### src/rtl/fetch_pc_gen.sv
// Next-PC generator at the front of fetch. Holds the architectural fetch PC,
// presents it to the BTB for a same-cycle lookup and issues one I-cache
// request per cycle over an active-low req/ack handshake. Next-PC priority is
// commit redirect > BTB prediction > sequential.
module fetch_pc_gen #(
  parameter int              ADDR       = 32,
  parameter int              INST_BYTES = 4,
  parameter logic [ADDR-1:0] RESET_VEC  = '0
) (
  input  logic            clk,
  input  logic            reset_,
  output logic [ADDR-1:0] pc,
  input  logic            btb_hit,
  input  logic [ADDR-1:0] btb_addr,
  input  logic            stall_,
  input  logic            redirect_,
  input  logic [ADDR-1:0] redirect_addr,
  output logic            fetch_req_,
  output logic [ADDR-1:0] fetch_addr,
  input  logic            fetch_ack_,
  output logic            fetch_pred_tkn_,
  output logic [ADDR-1:0] fetch_pred_addr
);

  localparam logic EN_  = 1'b0;
  localparam logic DIS_ = 1'b1;

  typedef enum logic [1:0] {
    S_BOOT,
    S_REQ,
    S_WAIT,
    S_REDIR
  } state_t;

  state_t          r_state;
  state_t          w_state_nxt;
  logic [ADDR-1:0] r_pc;
  logic [ADDR-1:0] w_pc_nxt;
  logic [ADDR-1:0] r_lat_addr;
  logic [ADDR-1:0] w_lat_addr_nxt;
  logic            r_lat_tkn_;
  logic            w_lat_tkn_nxt_;
  logic [ADDR-1:0] w_seq_addr;
  logic [ADDR-1:0] w_live_addr;
  logic            w_live_tkn_;
  logic [ADDR-1:0] w_align_mask;

  // Sequential successor wraps modulo 2^ADDR; redirect targets are aligned
  // down to an instruction boundary.
  assign w_seq_addr   = r_pc + ADDR'(INST_BYTES);
  assign w_live_addr  = btb_hit ? btb_addr : w_seq_addr;
  assign w_live_tkn_  = ~btb_hit;
  assign w_align_mask = ~(ADDR'(INST_BYTES) - ADDR'(1));

  assign pc         = r_pc;
  assign fetch_addr = r_pc;

  // State, PC and prediction latches; async active-low reset.
  always_ff @(posedge clk or negedge reset_) begin
    if (!reset_) begin
      r_state    <= S_BOOT;
      r_pc       <= RESET_VEC;
      r_lat_addr <= '0;
      r_lat_tkn_ <= DIS_;
    end else begin
      r_state    <= w_state_nxt;
      r_pc       <= w_pc_nxt;
      r_lat_addr <= w_lat_addr_nxt;
      r_lat_tkn_ <= w_lat_tkn_nxt_;
    end
  end

  // Next-state, next-PC and output selection. The request depends only on
  // state and stall_, never on fetch_ack_; a redirect overrides everything.
  always_comb begin
    w_state_nxt     = r_state;
    w_pc_nxt        = r_pc;
    w_lat_addr_nxt  = r_lat_addr;
    w_lat_tkn_nxt_  = r_lat_tkn_;
    fetch_req_      = DIS_;
    fetch_pred_tkn_ = r_lat_tkn_;
    fetch_pred_addr = r_lat_addr;

    case (r_state)
      S_BOOT: begin
        w_state_nxt = S_REQ;
      end
      S_REQ: begin
        fetch_req_      = stall_ ? EN_ : DIS_;
        fetch_pred_tkn_ = w_live_tkn_;
        fetch_pred_addr = w_live_addr;
        if (stall_) begin
          if (!fetch_ack_) begin
            w_pc_nxt = w_live_addr;
          end else begin
            w_lat_addr_nxt = w_live_addr;
            w_lat_tkn_nxt_ = w_live_tkn_;
            w_state_nxt    = S_WAIT;
          end
        end
      end
      S_WAIT: begin
        fetch_req_ = EN_;
        if (!fetch_ack_) begin
          w_pc_nxt    = r_lat_addr;
          w_state_nxt = S_REQ;
        end
      end
      S_REDIR: begin
        w_state_nxt = S_REQ;
      end
      default: begin
        w_state_nxt = S_BOOT;
      end
    endcase

    // Applied after the case so that a redirect discards any prediction,
    // including one accepted by a coincident ack.
    if (!redirect_) begin
      w_pc_nxt       = redirect_addr & w_align_mask;
      w_lat_addr_nxt = '0;
      w_lat_tkn_nxt_ = DIS_;
      w_state_nxt    = S_REDIR;
    end
  end

endmodule

### config.mk
export PLATFORM = sky130hd
export DESIGN_NAME = fetch_pc_gen
export DESIGN_NICKNAME = d
export VERILOG_FILES = /design/src/rtl/fetch_pc_gen.sv
export SDC_FILE = /design/constraint.sdc
export NUM_CORES = 1
export LEC_CHECK = 0
export ABC_AREA = 1
export CAP_MARGIN = 20
export CORE_UTILIZATION = 51
export DETAILED_ROUTE_END_ITERATION = 7
export PLACE_DENSITY = 0.86
export SLEW_MARGIN = 5
export SYNTH_ARGS = -nofsm -noshare
export SYNTH_HDL_FRONTEND = slang
export SYNTH_SLANG_ARGS = --single-unit
### constraint.sdc
create_clock -name clk -period 2.9 [get_ports clk]
set_input_delay 0.435 -clock clk [delete_from_list [all_inputs] [get_ports clk]]
set_output_delay 0.435 -clock clk [all_outputs]
set_load 0.03 [all_outputs]
* After elaboration in Yosys (flattened, before gate mapping) *
Index checks and enable logic that the tools add are counted.

word-level totals
  register bits after elaboration = 67
  word-level logic and storage cells = 45
  output and inout bits = 98

operators by class
  eq/ne operators = 11
  reduce and logical (&&, ||, !) cells = 5
  add/subtract/negate cells = 1
  mux-type cells = 23
  bitwise gates (word level) = 1

operators by type and width
  operator               number
  $mux 32                10
  $pmux 32 s2            1
  $add 32x3->32 const B  1
  $ne 3x3->1 const B     4
  $mux 2                 4
  $mux 1                 6
  $pmux 2 s3             1
  $reduce_and 3->1       2
  $eq 2x2->1 const B     2
  $ne 2x1->1 const B     2
  $reduce_and 4->1       1
  $ne 3x1->1 const B     1
  $eq 2x1->1 const B     1
  $logic_not 2->1        1
  $ne 2x2->1 const B     1
  $pmux 1 s2             1
  $reduce_or 2->1        1
  $not 1->1              1

* Logic depth before layout (Yosys ltp) *
Gate-level depths: netlist of the first run.

  depth after elaboration = 6
  depth in mapped cells = 11
  mapped depth without buffers = 11

* Least setup slack after synthesis of the first run *
OpenSTA, ideal clock, no wires.

  kind = register -> output
  start point = register r_pc[3], in the netlist fetch_addr[3]
  end point = output fetch_pred_addr[20]
  path slack = 232 ps
  cell stages (with the launch flop) = 9
  arrival time = 2233 ps
  cell sequence = dfrtp_1 > ha_1 > nand3_1 > nor2_1 > nand2_1 > o21bai_1 > nand3_1 > and2_1 > o21ai_0

between the ends
  cells in the longest elaborated chain, start to end = 3

RTL lines
  what                    line  source
  start, declared         37    logic [ADDR-1:0] r_pc;
  start signal, assigned  67    r_pc <= w_pc_nxt;
  $add 32x3->32           50    assign w_seq_addr = r_pc + ADDR'(INST_BYTES);
  $mux 32                 51    assign w_live_addr = btb_hit ? btb_addr : w_seq_addr;
  $mux 32                 84    case (r_state)
  end, declared           22    output logic [ADDR-1:0] fetch_pred_addr

Every way passes these cells.

* Worst setup path after layout of the first run *
  start point = input btb_hit
  end point = output fetch_pred_addr[12]

between the ends
  cells in the longest elaborated chain, start to end = 2

RTL lines
  what             line  source
  start, declared  13    input logic btb_hit,
  $mux 32          51
  $mux 32          84

Every way passes these cells.

==> run summary, run 1 <==
Outcome = finished, final reports clean
Slew of the pin with the lowest slew margin = 0.914 ns
Vias = 5731
DRT antenna net count = 0
Maximum VDD drop = 0.000292 V
Yosys top cell by area = dfrtp_1
Multi-input gate area = 2680 um2
Antenna Cells = 0
Clk sink count = 67
Clock tree root driver cell = clkbuf_8
Slew Limit Fails = 0
Post-Synth Adder-Cell Area = 0.00245
Top Ports = 168
Synth Area in Compound Gates = 0.231
Total GRT Usage = 0.352
Post-synthesis mux area share = 0
Final cell count without fillers = 1025
Post-Synth Simple-Gate Area = 0.287
Post-DR wirelength/cell = 17.4 um
CTS tree = built
Layout Utilization = 0.709
PortBufs = 165
Top Metal Used = met4
Most numerous cell in the Yosys netlist = nand2_1
Chip Width = 102 um
Placed Cells = 1009
Filler instances = 833
Combinational share of power = 0.479
Met1 WL = 7890 um
Routed length on met2 = 8070 um
Die area = 10400 um2
P_leak = 3.20 nW
Sequential area share after synthesis = 0.328
Reg clk slew, reported paths = 0.08 ns
Largest family of logic cells by synthesized area = simple AND/OR/NAND/NOR gates
Syn Area/Cell = 6.73 um2
Top_reg_cell synth = dfrtp_1
Crit path DAT = 2.34 ns
Reg power frac = 0.300
Final hold vios = 0
Sw Ratio = 0.443
Fin crit share = 0.957
Sequential cell area = 1680 um2
Setup Viol. Count Final = 0
CP Capture Type = output port
GRT overflow = 0
Iteration count of the initial detailed-routing pass = 5
1st-iter DRT viols = 435
Die height = 102 um
Detailed Place HPWL = 13400 um
RSZ-0062 raised after global routing = no
Area Overhead vs Synth = 34.9%
Initial antenna violation count = 0
TritonCTS Buffers = 9
Initial Utilization = 0.525
Post-DR vias/cell = 5.59
Vias in the first global route = 5162
Largest net degree at the start of global routing = 68
R2R cell count = 9
Relative slew slack = 0.391
Setup TNS = 0 ns
# DRC = 0
Internal = 2.31 mW
Post-Route Skew = 0.0108 ns
Top cell type's share of synthesized area = 0.323
Achievable Freq = 360 MHz
Power Density = 602 nW/um2
Setup CP Type = input port to output port
Capturing point of the worst reg2reg path = fetch_addr[6]
Core area = 9730 um2
Htree depth = 3
Clock Path Buffers = 2
Post-CTS Hold Fix Bufs = 0
Mapped Nets = 831
Number of synthesis warnings = 0
Global-route wire length before repair = 27400 um
XOR/XNOR Fraction of Synth Area = 0.00343
Area contributors post-synth = dfrtp_1, nand2_1, o21ai_0
Hold/Removal Path Class = input port to async pin
Row cnt = 36
Cell variety after synth = 39
Async set-or-reset flop fraction in the synthesized netlist = 1.00
Launch point of the worst path = btb_hit
Placer Congestion = 0.950
Worst setup path end = fetch_pred_addr[12]
Post-DP Area = 6680 um2
Synthesized cell area = 5110 um2
Max Cap Viol = 0
Design area = 6900 um2
Cells after Synth = 760
Post-synth top cells = nand2_1, inv_1, nor2_1, o21ai_0, dfrtp_1
Tmin final = 2.78 ns
Crit Path Max Fanout = 20
#FFs+latches synth = 67
Clk_lat worst skew = 0.36 ns
Net Sw Power = 1.84 mW
Worst Hold Slack = 0.255 ns
Clock power share = 0.221
Startpoint Class = input port
Req. time, crit path = 2.47 ns
Layout cell share with drive strength beyond 1 = 0.118
R2R Setup Slk = 0.51 ns
Final net count = 958
Routed wl met3 = 1620 um
Crit Reg-Reg Startpoint = r_state[1]
Post-synth EDFFs = 0
Routed WL = 17800 um
-- kinds of logic after synthesis --
kind of cell	count (synthesis)
DFF	67
buffers and inverters	150
adders and majority gates	1
xor gates and xnor gates	2
and+or+nand+nor	335
AOI/OAI and AO/OA	205
-- flip-flops by register name, indices dropped and copies added (netlist names) --
name,count
fetch_addr,32
r_lat_addr,32
r_state,2
r_lat_tkn_,1
-- per-stage QoR --
step	setup slack (ns)	power [mW]
final	0.124	4.16
after detailed placement	0.0327	3.25
after floorplan	0.232	2.49
after global placement	0.0208	3.21
after global routing	0.00110	4.35
after CTS	0.0253	4.14
-- how the worst min path moves through the flow --
stage	cells past startpoint	end	start	slack [ns]
floorplan	0	fetch_addr[0]	reset_	0.14
global route	2	fetch_addr[16]	reset_	0.36
finish	2	fetch_addr[26]	reset_	0.26
detailed placement	1	r_lat_addr[28]	r_lat_addr[28]	0.48
CTS	2	fetch_addr[25]	reset_	0.31
global placement	1	r_lat_addr[29]	r_lat_addr[29]	0.48
-- critical path, cell delays in order --
cell and delay [ns]:
clkdlybuf4s50_1 0.51, clkinv_1 0.22, buf_12 0.23, o21ai_0 0.35
inv_1 0.14, o21ai_1 0.19, buf_4 0.15, buf_12 0.11
-- power by group through the flow --
stage          Clock [mW]  Combinational, mW  Sequential (mW)
3_3_place_gp            0               1.96             1.25
6_report            0.917               1.99             1.25
3_5_place_dp            0               1.99             1.26
4_1_cts             0.913               1.98             1.24
2_1_floorplan           0               1.09             1.40
5_1_grt             0.957               2.12             1.27
-- final cells by class --
cell class,instances,share of cell area
well taps,133,0.0241
clock inverters,7,0.0149
repair buffers,187,0.269
multi-input cells,543,0.388
clock buffers,9,0.0180
inverters,79,0.0430
flip-flops and latches,67,0.243
-- repair_timing --
| action | in CTS | in global routing |
|---|---|---|
| buffers inserted | 0 | 0 |
| setup endpoints to repair | 8 | 8 |
| resized for setup | 8 | 12 |
| pin swaps | 0 | 0 |
| cloned | 0 | 0 |
-- cell usage in the layout, fill, tap and decap left out, types with 2 or more instances in the layout --
cell and instances:
nand3_2 7, nor2_4 5, a21oi_2 4, clkbuf_2 2, a31oi_1 15, nor3_1 4
clkbuf_8 9, o2111ai_1 2, nand2_2 5, o211ai_1 12, bufinv_16 2, nor2_1 68
clkinv_4 4, a21o_1 10, o21ai_2 2, o21ai_0 67, o21a_1 3, dlymetal6s2s_1 2
inv_2 6, nor2_2 7, a21oi_1 64, dlygate4sd2_1 6, clkdlybuf4s50_1 131, buf_4 36
o21bai_1 10, a22oi_1 2, nand2_1 180, o22ai_1 3, o21ai_1 10, dfrtp_1 65
nand3_1 53, inv_1 72, and2_1 3, buf_12 9
-- metal layers --
layer	track usage	vias to the layer above
li1	-	2726
met1	0.535	2697
met2	0.539	289
met3	0.0287	19
met4	0.0868	0
met5	0	-
Power figures use the tool's default switching activity.
==> run 2: changes to the inputs <==
--- a/config.mk
+++ b/config.mk
@@ -14,3 +14,4 @@
 export SYNTH_ARGS = -nofsm -noshare
 export SYNTH_HDL_FRONTEND = slang
 export SYNTH_SLANG_ARGS = --single-unit
+export TNS_END_PERCENT = 1
==> run 2 against run 1 <==
Compared with the run above: final cell count stayed put; critical path type is now flop to output port; die area stayed put; design area is 0.11% higher; combinational power hardly changed; via count is 0.12% lower; first-iteration DRC count is 0.23% lower; power hardly changed; largest cell class unchanged.
==> run summary, run 2 (synthesis results as in run 1) <==
Maximum VDD drop = 0.000293 V (+0.31%)
Design area = 6910 um2 (+0.11%)
Vias in the first global route = 5162 (unchanged)
Req. time, crit path = 2.47 ns (about the same)
Placer Congestion = 0.950 (unchanged)
Largest net degree at the start of global routing = 68 (unchanged)
Iteration count of the initial detailed-routing pass = 6 (+1)
Hold/Removal Path Class = input port to async pin
Slew of the pin with the lowest slew margin = 0.906 ns (-0.00742 ns)
P_leak = 3.20 nW (about the same)
Reg clk slew, reported paths = 0.09 ns (about the same)
Achievable Freq = 357 MHz (-0.85%)
Most frequent cells in the layout = nand2_1, clkdlybuf4s50_1, inv_1, nor2_1, o21ai_0
Vias = 5724 (-0.12%)
Max Cap Viol = 0 (unchanged)
Clk_lat worst skew = 0.36 ns (about the same)
Top Ports = 168 (unchanged)
Clk sink count = 67 (unchanged)
Slowest library cell on the worst path = dfrtp_1
Layout cell share with drive strength beyond 1 = 0.114 (-0.00336)
DRT antenna net count = 0 (unchanged)
Final hold vios = 0 (unchanged)
PortBufs = 165 (unchanged)
Clock tree root driver cell = clkbuf_8
Post-DR vias/cell = 5.58 (-0.12%)
Crit path cell chain = ha_1 > nand3_1 > nor2_1 > nand2_1 > o21bai_1 > nand3_1 > and2_1 > o21ai_0 > buf_4
Detailed Place HPWL = 13400 um (unchanged)
Power Density = 602 nW/um2 (about the same)
Post-Route Skew = 0.0104 ns (-0.000373 ns)
Global-route wire length before repair = 27400 um (unchanged)
Crit-path max cell delay = 0.36 ns (-0.15 ns)
Post-DP Area = 6680 um2 (unchanged)
GRT overflow = 0 (unchanged)
1st-iter DRT viols = 434 (-0.23%)
Htree depth = 3 (unchanged)
Initial Utilization = 0.525 (unchanged)
Core area = 9730 um2 (unchanged)
Fin crit share = 0.965 (+0.00825)
Die area = 10400 um2 (unchanged)
Relative slew slack = 0.396 (+0.00495)
Routed WL = 17800 um (about the same)
Outcome = finished, final reports clean
Final net count = 958 (unchanged)
Initial antenna violation count = 0 (unchanged)
Most common cell after layout, fill and taps aside = nand2_1
CTS tree = built
Critical Path Most Common Cell = nand3_1
Die height = 102 um (unchanged)
TritonCTS Buffers = 9 (unchanged)
Post-DR wirelength/cell = 17.4 um (about the same)
Post-CTS setup buffers = 0 (unchanged)
Chip Width = 102 um (unchanged)
Crit Path Max Fanout = 3 (-85%)
Area Overhead vs Synth = 35.1%
Setup Viol. Count Final = 0 (unchanged)
Crit path DAT = 2.36 ns (+0.02 ns)
Startpoint Class = flop
Row cnt = 36 (unchanged)
Antenna Cells = 0 (unchanged)
CP Capture Type = output port
# DRC = 0 (unchanged)
Setup TNS = 0 ns (unchanged)
Worst Hold Slack = 0.253 ns (-0.00279 ns)
Slew Limit Fails = 0 (unchanged)
Setup CP Type = flop to output port
Total power draw = 4.16 mW (about the same)
RSZ-0062 raised after global routing = yes
Tmin final = 2.80 ns (+0.0239 ns)
Total GRT Usage = 0.352 (unchanged)
Clock Path Buffers = 2 (unchanged)
==> run 2: cell count changes in the layout (fill, tap and decap cells not counted), sizes merged <==
| cell | previous run | this run |
|---|---|---|
| clkbuf | 11 | 9 |
| clkdlybuf4s15 | 0 | 2 |
==> run 2: routing by layer <==
layer  wire (um)  global-route usage
met5           0                   0
met2        8110               0.539
met1        7930               0.535
met4         179              0.0868
met3        1580              0.0287
==> run 2: final cells by class <==
type	count	area [um2]
Sequential cell	67	1680
Timing Repair Buffer	187	1860
Fill cell	833	2820
Inverter	79	297
Clock inverter	7	103
Multi-Input combinational cell	543	2670
Tap cell	133	166
Clock buffer	9	124
==> run 2: what timing repair did <==
item	4_1_cts	5_1_grt
resized for setup	8	7
endpoints found under the hold margin	0	0
setup endpoints to repair	8	8
hold buffers	0	0
==> run 2: critical path: cells and delay by family (launching register included) <==
family / cells / cell delay (ns)
AND/OR/NAND/NOR: 5 / 0.80
flip-flops: 1 / 0.36
AO/OA/AOI/OAI: 2 / 0.42
adder cells (fa/ha/maj): 1 / 0.21
buffers and inverters: 1 / 0.22
==> run 2: metrics by stage <==
step,util,setup WS [ns],std cells
final,0.710,0.100,1025
after global routing,0.710,-0.0416,1025
after CTS,0.709,0.0253,1025
after detailed placement,0.687,0.0327,1009
after global placement,0.687,0.0208,1009
after floorplan,-,0.232,760
==> run 2: worst paths after layout <==
check | slack (ns) | to | depth (start not counted) | start
setup / recovery | 0.10 | fetch_pred_addr[20] | 9 | fetch_addr[3]
hold / removal | 0.25 | fetch_addr[26] | 2 | reset_
setup reg to reg | 0.46 | fetch_addr[6] | 9 | r_state[1]
hold reg to reg | 0.50 | r_lat_addr[28] | 1 | r_lat_addr[28]
max in group asynchronous | 2.00 | fetch_addr[12] | 2 | reset_
min in group clk | 0.50 | r_lat_addr[28] | 1 | r_lat_addr[28]
==> run 2: report_power, final <==
group,internal (mW),total (mW),switching (mW)
Sequential,1.05,1.25,0.195
Clock,0.490,0.917,0.427
Combinational,0.775,1.99,1.22
Total,2.32,4.16,1.84
